### src/rtl/vram_arbiter.sv
// -----------------------------------------------------------------------------
// vram_arbiter
//
// Shares one single-port synchronous RAM between the VGA scanout fetch and the
// CPU load/store port. VGA wins by fixed priority so scanout never misses its
// deadline. A starvation counter forces a CPU grant once a pending CPU request
// has been refused STARVE_MAX cycles in a row.
//
// Ports
//   CLOCK_50, RESET_N        clock (rising edge), asynchronous active-low reset
//   vga_req/vga_addr         VGA read request, held until vga_gnt
//   vga_gnt                  combinational accept strobe for VGA
//   vga_rvalid/vga_rdata     VGA read return (two cycles after accept)
//   cpu_req/cpu_we/cpu_addr/cpu_wdata  CPU request, held until cpu_gnt
//   cpu_gnt                  combinational accept strobe for CPU
//   cpu_rvalid/cpu_rdata     CPU read return (reads only)
//   ram_addr/ram_we/ram_wdata registered RAM command
//   ram_rdata                RAM read data, one cycle after ram_addr
//   stat_vga_cnt             VGA grant count
//   stat_cpu_stall           CPU denied-cycle count
//
// Optional feature: define VRAM_ARB_STATS_EN to build the two 32-bit
// statistics counters; otherwise both stat ports are tied to zero.
// -----------------------------------------------------------------------------
module vram_arbiter #(
    parameter int ADDR_W     = 16,
    parameter int DATA_W     = 16,
    parameter int STARVE_MAX = 4
) (
    input  logic              CLOCK_50,
    input  logic              RESET_N,
    input  logic              vga_req,
    input  logic [ADDR_W-1:0] vga_addr,
    output logic              vga_gnt,
    output logic              vga_rvalid,
    output logic [DATA_W-1:0] vga_rdata,
    input  logic              cpu_req,
    input  logic              cpu_we,
    input  logic [ADDR_W-1:0] cpu_addr,
    input  logic [DATA_W-1:0] cpu_wdata,
    output logic              cpu_gnt,
    output logic              cpu_rvalid,
    output logic [DATA_W-1:0] cpu_rdata,
    output logic [ADDR_W-1:0] ram_addr,
    output logic              ram_we,
    output logic [DATA_W-1:0] ram_wdata,
    input  logic [DATA_W-1:0] ram_rdata,
    output logic [31:0]       stat_vga_cnt,
    output logic [31:0]       stat_cpu_stall
);

    localparam logic [3:0] STARVE_LIM = 4'(STARVE_MAX);

    logic [3:0]        starve_q, starve_d;
    logic [ADDR_W-1:0] ram_addr_q, ram_addr_d;
    logic              ram_we_q, ram_we_d;
    logic [DATA_W-1:0] ram_wdata_q, ram_wdata_d;
    // Read-return tag pipeline: vld = read in flight, own = 1 for CPU.
    logic              vld_p1_q, vld_p1_d, own_p1_q, own_p1_d;
    logic              vld_p2_q, vld_p2_d, own_p2_q, own_p2_d;
    logic              cpu_force;

    // Grant decision: a starved CPU pre-empts VGA for exactly one cycle.
    always_comb begin
        cpu_force = cpu_req && (starve_q == STARVE_LIM);
        vga_gnt   = vga_req && !cpu_force;
        cpu_gnt   = cpu_req && (cpu_force || !vga_req);
    end

    always_comb begin
        starve_d    = starve_q;
        ram_addr_d  = ram_addr_q;
        ram_we_d    = 1'b0;
        ram_wdata_d = ram_wdata_q;
        vld_p1_d    = 1'b0;
        own_p1_d    = 1'b0;
        vld_p2_d    = vld_p1_q;
        own_p2_d    = own_p1_q;

        if (!cpu_req || cpu_gnt) begin
            starve_d = 4'd0;
        end else if (starve_q < STARVE_LIM) begin
            starve_d = starve_q + 4'd1;
        end

        // Stage 0 -> 1: register the winner's command and tag reads.
        if (vga_gnt) begin
            ram_addr_d = vga_addr;
            vld_p1_d   = 1'b1;
            own_p1_d   = 1'b0;
        end else if (cpu_gnt) begin
            ram_addr_d  = cpu_addr;
            ram_we_d    = cpu_we;
            ram_wdata_d = cpu_wdata;
            vld_p1_d    = !cpu_we;
            own_p1_d    = 1'b1;
        end
    end

    always_ff @(posedge CLOCK_50 or negedge RESET_N) begin
        if (!RESET_N) begin
            starve_q    <= 4'd0;
            ram_addr_q  <= '0;
            ram_we_q    <= 1'b0;
            ram_wdata_q <= '0;
            vld_p1_q    <= 1'b0;
            own_p1_q    <= 1'b0;
            vld_p2_q    <= 1'b0;
            own_p2_q    <= 1'b0;
        end else begin
            starve_q    <= starve_d;
            ram_addr_q  <= ram_addr_d;
            ram_we_q    <= ram_we_d;
            ram_wdata_q <= ram_wdata_d;
            vld_p1_q    <= vld_p1_d;
            own_p1_q    <= own_p1_d;
            vld_p2_q    <= vld_p2_d;
            own_p2_q    <= own_p2_d;
        end
    end

    assign ram_addr  = ram_addr_q;
    assign ram_we    = ram_we_q;
    assign ram_wdata = ram_wdata_q;

    // Stage 2: RAM data is on ram_rdata now; steer the strobe to its owner.
    assign vga_rvalid = vld_p2_q && !own_p2_q;
    assign cpu_rvalid = vld_p2_q &&  own_p2_q;
    assign vga_rdata  = ram_rdata;
    assign cpu_rdata  = ram_rdata;

`ifdef VRAM_ARB_STATS_EN
    logic [31:0] stat_vga_q, stat_vga_d;
    logic [31:0] stat_stall_q, stat_stall_d;

    always_comb begin
        stat_vga_d   = stat_vga_q + {31'd0, vga_gnt};
        stat_stall_d = stat_stall_q + {31'd0, (cpu_req && !cpu_gnt)};
    end

    always_ff @(posedge CLOCK_50 or negedge RESET_N) begin
        if (!RESET_N) begin
            stat_vga_q   <= '0;
            stat_stall_q <= '0;
        end else begin
            stat_vga_q   <= stat_vga_d;
            stat_stall_q <= stat_stall_d;
        end
    end

    assign stat_vga_cnt   = stat_vga_q;
    assign stat_cpu_stall = stat_stall_q;
`else
    assign stat_vga_cnt   = 32'd0;
    assign stat_cpu_stall = 32'd0;
`endif

endmodule

### config.mk
export PLATFORM = sky130hd
export DESIGN_NAME = vram_arbiter
export DESIGN_NICKNAME = d
export VERILOG_FILES = /design/src/rtl/vram_arbiter.sv
export SDC_FILE = /design/constraint.sdc
export NUM_CORES = 1
export LEC_CHECK = 0
export BUFFER_PORTS_ARGS = -buffer_cell sky130_fd_sc_hd__buf_4
export CORE_ASPECT_RATIO = 0.6
export CORE_MARGIN = 1
export CORE_UTILIZATION = 40
export CTS_CLUSTER_DIAMETER = 80
export DETAILED_ROUTE_END_ITERATION = 10
export PLACE_DENSITY = 0.82
export SYNTH_ARGS = -nofsm -noshare
export SYNTH_HDL_FRONTEND = slang
export SYNTH_SLANG_ARGS = --single-unit
### constraint.sdc
create_clock -name CLOCK_50 -period 2.3 [get_ports CLOCK_50]
set_input_delay 0.46 -clock CLOCK_50 [delete_from_list [all_inputs] [get_ports CLOCK_50]]
set_output_delay 0.46 -clock CLOCK_50 [all_outputs]
set_load 0.01 [all_outputs]
After elaboration in Yosys (flattened, before gate mapping)
Index checks and enable logic that the tools add are counted.
W data, S select, Z words.
Storage, ports and cells
  register bits after elaboration: 41
  output and inout bits: 133
Operators by class
  muxes and demuxes: 10
  add/subtract/negate cells: 1
  $lt $le $gt $ge: 1
  reductions and logical operators: 15
  bitwise gates (word level): 1
  equal/unequal tests: 1
Operator list (number)
  $mux W16: 2
  $mux W4: 2
  $mux W1: 6
  $logic_and A1 B1 Y1: 5
  $logic_not A1 Y1: 5
  $add A4 B1 Y4 const B: 1
  $eq A4 B3 Y1 const B: 1
  $lt A4 B3 Y1 const B: 1
  $reduce_bool A2 Y1: 2
  $logic_or A1 B1 Y1: 2
  $reduce_and A2 Y1: 1
  $not A1 Y1: 1

Longest topological paths before layout
  word-level depth: 6
  mapped depth: 6
  depth with buffers taken out: 5

Worst setup path before layout
Ideal clock, no wire load.
  kind: reg2out
  start point: register starve_q[0]
  end point: output port vga_gnt
  stages on the path, launching flop included: 7
  path slack: 634 ps
  path buffers: 1
  arrival time: 1206 ps
  cells stage by stage: dfrtp_1 inv_1 ha_1 nand4b_4 nand2_2 buf_4 inv_1
Between the ends
  word-level cells in the longest chain between the ends: 4
RTL lines
  from (decl): RTL line 54  | logic [3:0] starve_q, starve_d;
  from (signal assigned): RTL line 111  | starve_q <= starve_d;
  $eq A4 B3 Y1: RTL line 65  | cpu_force = cpu_req && (starve_q == STARVE_LIM);
  $logic_and A1 B1 Y1: RTL line 65
  $logic_not A1 Y1: RTL line 66  | vga_gnt = vga_req && !cpu_force;
  $logic_and A1 B1 Y1: RTL line 66
  to (decl): RTL line 34  | output logic vga_gnt,
No other way between the ends.

Worst setup path after layout
  start point: register starve_q[0]
  end point: output port cpu_gnt
Between the ends
  word-level cells in the longest chain between the ends: 4
RTL lines
  $eq A4 B3 Y1: RTL line 65
  $logic_and A1 B1 Y1: RTL line 65
  $logic_or A1 B1 Y1: RTL line 67  | cpu_gnt = cpu_req && (cpu_force || !vga_req);
  $logic_and A1 B1 Y1: RTL line 67
  to (decl): RTL line 41  | output logic cpu_gnt,
No other way between the ends.

==> results by group <==
Outcome
  • Outcome: finished, final reports clean

Floorplanning
  • Die Area: 6670 um^2
  • Die height: 63.7 um
  • Row count: 22
  • Initial Util: 0.415
  • Core ar.: 6110 um^2
  • Die X: 105 um
  • IO Pins: 202

Yosys
  • Most common cell in the netlist: buf_4
  • Compound-Gate Fraction of Synth Area: 0.0163
  • Top post-synthesis cells by count: 97 x buf_4, 41 x dfrtp_1, 40 x mux2_2, 8 x mux2_4, 4 x inv_1
  • Synth async-reset ratio: 1.00
  • Top cell type's share of synthesized area: 0.405
  • Synth Cell Area: 2540 um^2
  • Largest area contributor in the netlist: dfrtp_1
  • Sequential area share after synthesis: 0.405
  • Number of enable flip-flop cells after synthesis: 0
  • Count of state elements after synthesis: 41
  • Syn avg cell area: 11.8 um^2
  • XOR/XNOR Fraction of Synth Area: 0.00345
  • Cells after Synth: 215
  • Largest family of logic cells by synthesized area: buffers and inverters
  • Proportion of synthesized area in mux cells: 0.225
  • Adder-Cell Fraction of Synth Area: 0.00987
  • Most area-consuming cells after synthesis: dfrtp_1 40%, buf_4 29%, mux2_2 18%
  • Synthesis warning total: 0
  • Cell variety after synth: 23
  • Simple-gate share of the synthesized area: 0.0296
  • Ys flop type: dfrtp_1

Critical path
  • Critical path required time: 1840 ps
  • Critical-path cell list: inv_1 -> ha_1 -> nand4b_4 -> o21ai_4 -> buf_4
  • Max FO, Critical Path: 18
  • CP Class: flop to output port
  • CP Capture Type: output port
  • FF-to-FF path depth: 6
  • Worst R2R Start: starve_q[0]
  • Arr. time, crit path: 1630 ps
  • CP peak stage delay: 410 ps
  • Slowest cell on the critical path: dfrtp_1
  • Critical path launch point type: flop
  • Worst reg2reg endpoint: ram_addr[12]
  • Register-to-register setup slack: 520 ps

Power and ir drop
  • Power Density: 602 nW/um^2
  • Peak VDD IR: 0.250 mV
  • Lkg Pwr: 1.47 nW

STA
  • Final setup violation count: 0
  • Tmin final: 2090 ps
  • Worst-margin pin slew: 672 ps
  • Hold Fails Final Rpt: 0
  • Setup Skew: 7.26 ps
  • Worst hold slack: 139 ps
  • RSZ-0062 raised after global routing: no
  • Max-slew headroom: 0.550
  • Final worst path period share: 0.908
  • Fin Setup TNS: 0 ps
  • Final-report max-slew violation count: 0
  • Fmax: 479 MHz

GRT
  • Initial antenna violation count: 0
  • Vias in the first global route: 1344
  • Pin count of the biggest net entering global routing: 42
  • Remaining global-route overflow: 0
  • GRT Max-Usage Layer: met2
  • First-pass GRT wire length: 6.46 mm
  • Met1 Use GR: 0.155
  • GR Util All Layers: 0.125
  • Grt met3 use: 0.0497
  • Met2 Use GR: 0.197

Final layout
  • Layout cells sized above 1: 0.542
  • Post-layout util: 0.471
  • Area Growth Syn to Fin: 13.5%
  • Nets: 347
  • Antenna Cells: 0
  • Fin area: 2880 um^2

Drt
  • Routed wire length: 4.06 mm
  • Iteration count of the initial detailed-routing pass: 6
  • DR DRC count: 0
  • Number of DRC markers in iteration 0: 37
  • Vias: 1428
  • Post-route ant nets: 0
  • DR WL/cell: 11.3 um
  • Vias per inst: 3.96

Clock tree
  • Bufs on Longest Clock Path: 2
  • Root buffer cell: clkbuf_8
  • H-tree Lvls: 2
  • Post-CTS repair timing setup buffer count: 0
  • Clock transition at path regs: 80 ps
  • TritonCTS Buffers: 5
  • Clock sink count: 41
  • Post-CTS sizing: 0
  • Clock Latency Late Sink: 290 ps
  • Hold_buf cts: 0
  • CTS tree: done

Placement
  • Port Buffers: 89
  • DP HPWL: 3.09 mm
  • DP Area: 2800 um^2
  • GPL Wtd Cong: 0.644

Hold path
  • Min-Delay Path Class: primary input to asynchronous set/reset pin

Job
  • Max_cap viols: 0
logic make-up after synthesis:
family,after synthesis
XOR/XNOR,1
adder cells (fa/ha/maj),2
other,1
multiplexers,48
AND/OR/NAND/NOR,11
flip-flops,41
AO/OA/AOI/OAI,6
buffers and inverters,105
placed cells by master, fill, tap and decap left out, drive strengths merged:
| master | instances |
|---|---|
| mux2 | 48 |
| clkinv | 2 |
| nor2 | 3 |
| buf | 91 |
| o21ai | 4 |
| and2 | 2 |
| ha | 2 |
| xnor2 | 1 |
| and3 | 1 |
| inv | 5 |
| nor2b | 1 |
| nand3 | 1 |
| conb | 64 |
| clkbuf | 6 |
| a21oi | 2 |
| nand2 | 2 |
| dfrtp | 41 |
| nand4b | 1 |
metal layers:
metal  up-vias  share of wire
met5         -              0
met4         0          0.011
met3         7          0.087
li1        660              -
met1       690           0.43
met2        71           0.47
cell type report:
cell class | instances | area, um^2
Inverter | 5 | 21.3
Sequential cell | 41 | 1030
Clock inverter | 2 | 10.0
Tap cell | 84 | 105
Clock buffer | 6 | 72.6
Timing Repair Buffer | 91 | 683
Multi-Input combinational cell | 132 | 961
Fill cell | 579 | 3230
worst max path at each step:
stage,startpoint,endpoint,slack (ps)
3_5_place_dp,cpu_req,cpu_gnt,370
5_1_grt,starve_q[0],cpu_gnt,110
3_3_place_gp,cpu_req,cpu_gnt,380
4_1_cts,starve_q[0],cpu_gnt,170
2_1_floorplan,starve_q[0],vga_gnt,630
6_report,starve_q[0],cpu_gnt,210
registers in the layout, indices dropped and copies added (netlist names):
signal / flops
ram_addr: 16
ram_wdata: 16
starve_q: 4
own_p1_q: 1
own_p2_q: 1
ram_we: 1
vld_p1_q: 1
vld_p2_q: 1
worst max-delay path, delay by kind of cell, from the launching register on:
kind,cells,cell delay [ps]
compound gates,1,280
fa+ha+maj,1,190
buf+inv,2,310
flops,1,410
simple gates,1,150
where the power goes:
part           internal [mW]  switching [mW]
Sequential             0.799          0.0414
Clock                  0.210           0.239
Combinational          0.253           0.192
through the flow:
step | power (mW) | cells | worst slack (ps)
finish | 1.73 | 361 | 211
global route | 1.85 | 361 | 109
CTS | 1.77 | 361 | 175
detailed placement | 1.30 | 353 | 365
global placement | 1.29 | 353 | 383
floorplan | 1.22 | 278 | 634
Power figures use the tool's default switching activity.
